==> src/rtl/clkgen_sup_pkg.sv <==
// Shared types and constants for the clock-generator lock supervisor.
// Holds the state encoding, the lock/loss filter lengths and the saturating counter helpers.
package clkgen_sup_pkg;

    typedef enum logic [2:0] {
        ST_IDLE      = 3'd0,
        ST_RST       = 3'd1,
        ST_LOAD      = 3'd2,
        ST_WAIT_DONE = 3'd3,
        ST_WAIT_LOCK = 3'd4,
        ST_LOCKED    = 3'd5,
        ST_FAIL      = 3'd6
    } state_t;

    localparam int unsigned LOCK_FILT_LEN = 16;
    localparam int unsigned LOSS_FILT_LEN = 8;

    function automatic logic [15:0] sat_inc16(input logic [15:0] v);
        return (v == 16'hFFFF) ? v : v + 16'd1;
    endfunction

    function automatic logic [4:0] sat_inc5(input logic [4:0] v);
        return (v == 5'h1F) ? v : v + 5'd1;
    endfunction

endpackage

==> src/rtl/sync2ff.sv <==
// Two-flop synchronizer for a single asynchronous level into the clk_i domain.
module sync2ff (
    input  logic clk_i,
    input  logic reset_i,
    input  logic d_i,
    output logic q_o
);

    logic r_meta;
    logic r_sync;

    // Capture the asynchronous level through two back-to-back flops
    always_ff @(posedge clk_i) begin
        if (reset_i) begin
            r_meta <= 1'b0;
            r_sync <= 1'b0;
        end else begin
            r_meta <= d_i;
            r_sync <= r_meta;
        end
    end

    assign q_o = r_sync;

endmodule

==> src/rtl/clkgen_lock_supervisor.sv <==
// Programs a clock manager (reset, load M/D, wait done, wait lock) with timeouts and retries.
// Optional LOCK_WATCHDOG_EN: re-program automatically when lock is lost for 8 cycles in LOCKED.
module clkgen_lock_supervisor
    import clkgen_sup_pkg::*;
#(
    parameter logic [15:0] TIMEOUT_CYCLES = 16'd50000,
    parameter int unsigned MAX_RETRY      = 3,
    parameter int unsigned RESET_CYCLES   = 8
) (
    input  logic       clk_i,
    input  logic       reset_i,
    input  logic       req_i,
    input  logic [7:0] mul_i,
    input  logic [7:0] div_i,
    output logic       clkgen_reset_o,
    output logic       clkgen_load_o,
    output logic [7:0] clkgen_mul_o,
    output logic [7:0] clkgen_div_o,
    input  logic       clkgen_done_i,
    input  logic       locked_i,
    output logic       busy_o,
    output logic       ok_o,
    output logic       fail_o,
    output logic [2:0] retries_o
);

    localparam logic [2:0]  L_MAX_RETRY = 3'(MAX_RETRY);
    localparam logic [15:0] L_RST_LAST  = 16'(RESET_CYCLES - 1);
    localparam logic [15:0] L_TO_LAST   = TIMEOUT_CYCLES - 16'd1;
    localparam logic [4:0]  L_LOCK_LAST = 5'(LOCK_FILT_LEN - 1);
    localparam logic [4:0]  L_LOSS_LAST = 5'(LOSS_FILT_LEN - 1);

    logic        w_done_s;
    logic        w_locked_s;
    state_t      r_state;
    state_t      w_state_nxt;
    state_t      w_fail_nxt;
    logic        w_accept;
    logic        w_attempt_fail;
    logic        w_wd_trip;
    logic [15:0] r_cnt;
    logic [4:0]  r_flt_cnt;
    logic        r_done_d;
    logic [7:0]  r_mul;
    logic [7:0]  r_div;
    logic [2:0]  r_retries;
    logic        r_clkgen_reset;
    logic        r_clkgen_load;
    logic        r_busy;
    logic        r_ok;
    logic        r_fail;

    sync2ff u_sync_done (
        .clk_i   (clk_i),
        .reset_i (reset_i),
        .d_i     (clkgen_done_i),
        .q_o     (w_done_s)
    );

    sync2ff u_sync_locked (
        .clk_i   (clk_i),
        .reset_i (reset_i),
        .d_i     (locked_i),
        .q_o     (w_locked_s)
    );

    assign w_fail_nxt = (r_retries < L_MAX_RETRY) ? ST_RST : ST_FAIL;

    // Next-state decision; timeouts are lower priority than the event being waited for
    always_comb begin
        w_state_nxt    = r_state;
        w_accept       = 1'b0;
        w_attempt_fail = 1'b0;
        w_wd_trip      = 1'b0;
        case (r_state)
            ST_IDLE, ST_FAIL: begin
                if (req_i) begin
                    w_state_nxt = ST_RST;
                    w_accept    = 1'b1;
                end else begin
                    w_state_nxt = r_state;
                end
            end
            ST_LOCKED: begin
                if (req_i) begin
                    w_state_nxt = ST_RST;
                    w_accept    = 1'b1;
                end
`ifdef LOCK_WATCHDOG_EN
                else if (!w_locked_s && (r_flt_cnt == L_LOSS_LAST)) begin
                    w_state_nxt = ST_RST;
                    w_wd_trip   = 1'b1;
                end
`endif
                else begin
                    w_state_nxt = r_state;
                end
            end
            ST_RST: begin
                if (r_cnt == L_RST_LAST) begin
                    w_state_nxt = ST_LOAD;
                end else begin
                    w_state_nxt = ST_RST;
                end
            end
            ST_LOAD: begin
                w_state_nxt = ST_WAIT_DONE;
            end
            ST_WAIT_DONE: begin
                if (w_done_s && !r_done_d) begin
                    w_state_nxt = ST_WAIT_LOCK;
                end else if (r_cnt == L_TO_LAST) begin
                    w_attempt_fail = 1'b1;
                    w_state_nxt    = w_fail_nxt;
                end else begin
                    w_state_nxt = r_state;
                end
            end
            ST_WAIT_LOCK: begin
                if (w_locked_s && (r_flt_cnt == L_LOCK_LAST)) begin
                    w_state_nxt = ST_LOCKED;
                end else if (r_cnt == L_TO_LAST) begin
                    w_attempt_fail = 1'b1;
                    w_state_nxt    = w_fail_nxt;
                end else begin
                    w_state_nxt = r_state;
                end
            end
            default: begin
                w_state_nxt = ST_IDLE;
            end
        endcase
    end

    // State, counters, latched codes and status outputs registered from the next state
    always_ff @(posedge clk_i) begin
        if (reset_i) begin
            r_state        <= ST_IDLE;
            r_cnt          <= 16'd0;
            r_flt_cnt      <= 5'd0;
            r_done_d       <= 1'b0;
            r_mul          <= 8'd0;
            r_div          <= 8'd0;
            r_retries      <= 3'd0;
            r_clkgen_reset <= 1'b1;
            r_clkgen_load  <= 1'b0;
            r_busy         <= 1'b0;
            r_ok           <= 1'b0;
            r_fail         <= 1'b0;
        end else begin
            r_state  <= w_state_nxt;
            r_done_d <= w_done_s;

            if (w_state_nxt != r_state) begin
                r_cnt     <= 16'd0;
                r_flt_cnt <= 5'd0;
            end else begin
                r_cnt <= sat_inc16(r_cnt);
                // Consecutive-high run while waiting for lock, consecutive-low run once locked
                if (r_state == ST_WAIT_LOCK) begin
                    r_flt_cnt <= w_locked_s ? sat_inc5(r_flt_cnt) : 5'd0;
                end else if (r_state == ST_LOCKED) begin
                    r_flt_cnt <= w_locked_s ? 5'd0 : sat_inc5(r_flt_cnt);
                end else begin
                    r_flt_cnt <= 5'd0;
                end
            end

            if (w_accept) begin
                r_mul     <= mul_i;
                r_div     <= div_i;
                r_retries <= 3'd0;
            end else if (w_wd_trip) begin
                r_retries <= 3'd0;
            end else if (w_attempt_fail && (w_state_nxt == ST_RST)) begin
                r_retries <= r_retries + 3'd1;
            end else begin
                r_retries <= r_retries;
            end

            r_clkgen_reset <= (w_state_nxt == ST_RST);
            r_clkgen_load  <= (w_state_nxt == ST_LOAD);
            r_busy         <= (w_state_nxt == ST_RST) || (w_state_nxt == ST_LOAD) ||
                              (w_state_nxt == ST_WAIT_DONE) || (w_state_nxt == ST_WAIT_LOCK);
            r_ok           <= (w_state_nxt == ST_LOCKED);
            r_fail         <= (w_state_nxt == ST_FAIL);
        end
    end

    assign clkgen_reset_o = r_clkgen_reset;
    assign clkgen_load_o  = r_clkgen_load;
    assign clkgen_mul_o   = r_mul;
    assign clkgen_div_o   = r_div;
    assign busy_o         = r_busy;
    assign ok_o           = r_ok;
    assign fail_o         = r_fail;
    assign retries_o      = r_retries;

endmodule

==> config.mk <==
export PLATFORM = sky130hd
export DESIGN_NAME = clkgen_lock_supervisor
export DESIGN_NICKNAME = d
export VERILOG_FILES = /design/src/rtl/clkgen_sup_pkg.sv /design/src/rtl/sync2ff.sv /design/src/rtl/clkgen_lock_supervisor.sv
export SDC_FILE = /design/constraint.sdc
export NUM_CORES = 1
export LEC_CHECK = 0
export ABC_AREA = 1
export BUFFER_PORTS_ARGS = -buffer_cell sky130_fd_sc_hd__buf_2
export CORE_AREA = 2 2 72 74
export DETAILED_ROUTE_END_ITERATION = 7
export DIE_AREA = 0 0 74 76
export PLACE_DENSITY = 0.77
export SLEW_MARGIN = 5
export SYNTH_ARGS = -nofsm -noshare
export SYNTH_HDL_FRONTEND = slang
export SYNTH_SLANG_ARGS = --single-unit
==> constraint.sdc <==
create_clock -name clk_i -period 2.5 [get_ports clk_i]
set_input_delay 0.5 -clock clk_i [delete_from_list [all_inputs] [get_ports clk_i]]
set_output_delay 0.5 -clock clk_i [all_outputs]
set_load 0.02 [all_outputs]
==> metrics.yaml <==
run_status:
  status: "completed"
logic_synthesis:
  syn_area_um2: 2610
  yosysSeqAreaShare_pct: 40.6
  ys_types: 35
  ys_ff_latch: 53
  synthAdderAreaFrac_pct: 1.44
  syn_nets: 395
  syn_inst: 371
  synthMuxAreaShare_pct: 0.766
  synth_flop_cell: "dfxtp_1"
  synth_top_area_cell: "dfxtp_1"
  syn_avg_cell_area_um2: 7.04
  synth-simple-area-share_pct: 37.1
  yosys_warnings: 0
  synth_top_area_share_pct: 40.6
  synth_edf_count: 0
  synth.top_cells.by_area: "dfxtp_1, nor2_1, nand2_1"
  synth_top_family_by_area: "simple AND/OR/NAND/NOR gates"
  async_flop_share_pct: 0
  synth-xor-area-share_pct: 3.35
  synth_compound_area_share_pct: 8.09
timing:
  relSlewSlack_pct: 67.4
  max_freq_ghz: 0.460
  fin_tns_setup_ps: 0
  layout_min_cycle_time_ps: 2180
  setup_viol: 0
  finalHoldViolCount: 0
  skew_ps: 4.23
  rsz0062_at_grt: "no"
  post-route-period-util_pct: 87.0
  drv_slew: 0
  worst_slew_pin_slew_ps: 487
finish:
  nets: 442
  final_area_um2: 3000
  drive_above_1_share_pct: 23.6
  final_util_pct: 61.0
  final_cell_mix: "nor2_1, nand2_1, dfxtp_1"
  final_common_cell: "nor2_1"
  insertedDiodeCount: 0
  syn2layout_area_growth_pct: 14.7
  num-fill-cells: 446
die:
  die_y_um: 76
  die_x_um: 74
  start_util_pct: 53.2
  core.rowCount: 26
  core_um2: 4910
  dieArea_um2: 5620
  io-pin-count: 45
worst_setup_path:
  path_buf_inv: 3
  max_stage_delay_ps: 380
  end_kind: "flip-flop"
  crit_path_frequent_cell: "nand2_1"
  crit_path_cell_trace: "ha_1 > nand2_2 > inv_1 > nand2_1 > nor2_4 > nand3_2 > nand2_1 > nor2_2 > nor2_4 > inv_2 > nand2_1 > nand2_1 > nor2_2 > nand2_2 > buf_12 > nor2_1"
  crit_type: "reg -> reg"
  critPathSlowestCell: "dfxtp_1"
  crit_family: "simple AND/OR/NAND/NOR gates"
  cp-start-kind: "flip-flop"
  arrival_ps: 2420
  crit_fanout: 14
  required_ps: 2750
clock_network:
  clock-sinks: 53
  cts-root-buf: "clkbuf_8"
  cts_hold_buf: 0
  clk_pin_slew_ps: 90
  cts.path.max_buffers: 2
  htreeDepth: 2
  cts_tree: "yes"
  cts_buffers: 5
  post_cts.repair.setup_buffers: 0
  clock_latency_ps: 310
  cts_resized: 0
routing:
  route.vias.total: 2357
  drc: 0
  drtAntennaViolNets: 0
  wl_per_cell_um: 10.7
  routed_wl_um: 5230
  drt-pass1-iter-count: 4
  viasPerCell: 4.82
  drtIter0Drc: 183
pwr:
  sw_frac_of_total_pct: 27.8
  p_int_mw: 1.16
  total_power_mw: 1.61
  seq_power_share_pct: 56.0
  p_switching_mw: 0.447
  vdd_drop_max_mv: 0.421
  power_frac_comb_pct: 13.9
  powerDensity_nw_per_um2: 537
  clkPwrFrac_pct: 30.1
  leakage_nw: 1.30
placed_design:
  hpwlAfterDp_um: 4010
  place_congestion: 0.911
  io_buffers: 44
  postPlaceCellArea_um2: 2910
global_route:
  grt_pass1_vias: 2247
  grt_max_degree: 19
  antenna_found_initial: 0
  grt_pass1_wl_um: 9600
  grt_overflow: 0
  grt_use_total_pct: 21.1
worst_hold_path:
  hold_path.class: "in -> reg"
flow_run:
  max_cap_viol_count: 0
power groups by stage:
stage,Combinational [mW],Clock [mW],Sequential (mW)
4_1_cts,0.226,0.501,0.901
6_report,0.224,0.483,0.901
5_1_grt,0.253,0.523,0.906
3_5_place_dp,0.225,0,0.921
2_1_floorplan,0.122,0,0.954
3_3_place_gp,0.221,0,0.919
worst min-delay path: stages:
cell    delay (ps)
buf_2           90
inv_1           40
nor2_1          30
routing by layer:
layer | share of wire [%] | up-vias | track usage, % | wire length (µm)
met4 | 1.2 | 0 | 6.36 | 65
met5 | 0 | - | 0 | 0
met1 | 47 | 1060 | 26.2 | 2440
met2 | 49 | 37 | 36.4 | 2560
li1 | - | 1254 | - | -
met3 | 3.1 | 6 | 3.97 | 161
cell usage after synthesis (all sizes together), types with 3 or more instances:
cell	instances
nor2	104
dfxtp	53
nand2	67
nand4	4
buf	6
xor2	8
nor4	3
inv	44
ha	3
nand3	22
o21ai	26
nor3	6
a21oi	9
cell families after synthesis:
| kind of cell | Yosys count |
|---|---|
| simple gates | 210 |
| flops | 53 |
| buf+inv | 54 |
| xor+xnor | 10 |
| compound gates | 39 |
| fa+ha+maj | 3 |
| mux | 2 |
metrics by stage:
stage	hold WS, ps	std cells	setup slack (ps)
global placement	390	481	447
finish	386	489	324
CTS	376	489	319
floorplan	388	371	719
global route	415	489	115
detailed placement	398	481	335
path summary, 6_finish.rpt:
path	startpoint	to	slack [ps]	depth (start not counted)
worst max-delay path	r_cnt[0]	r_cnt[4]	320	16
worst min-delay path	clkgen_done_i	u_sync_done.r_meta	390	3
worst max register to register	r_cnt[0]	r_cnt[4]	320	16
worst min register to register	u_sync_done.r_meta	u_sync_done.q_o	410	2
registers in the layout, indices dropped and copies added, names as in the netlist:
name                  cells
busy_o                    1
clkgen_div_o              8
clkgen_load_o             1
clkgen_mul_o              8
clkgen_reset_o            1
fail_o                    1
ok_o                      1
r_cnt                    16
r_done_d                  1
r_flt_cnt                 5
r_state                   3
retries_o                 3
u_sync_done.q_o           1
u_sync_done.r_meta        1
u_sync_locked.q_o         1
u_sync_locked.r_meta      1
cell type report:
cell class	instances	area, µm²	share of cell area (%)
multi-input cells	264	1330	44.2
flip-flops and latches	53	1060	35.4
repair buffers	48	263	8.77
inverters	46	173	5.76
well taps	70	87.6	2.92
clock buffers	6	72.6	2.42
clock inverters	2	13.8	0.459
Note: power is estimated with default switching activity, not from simulation.
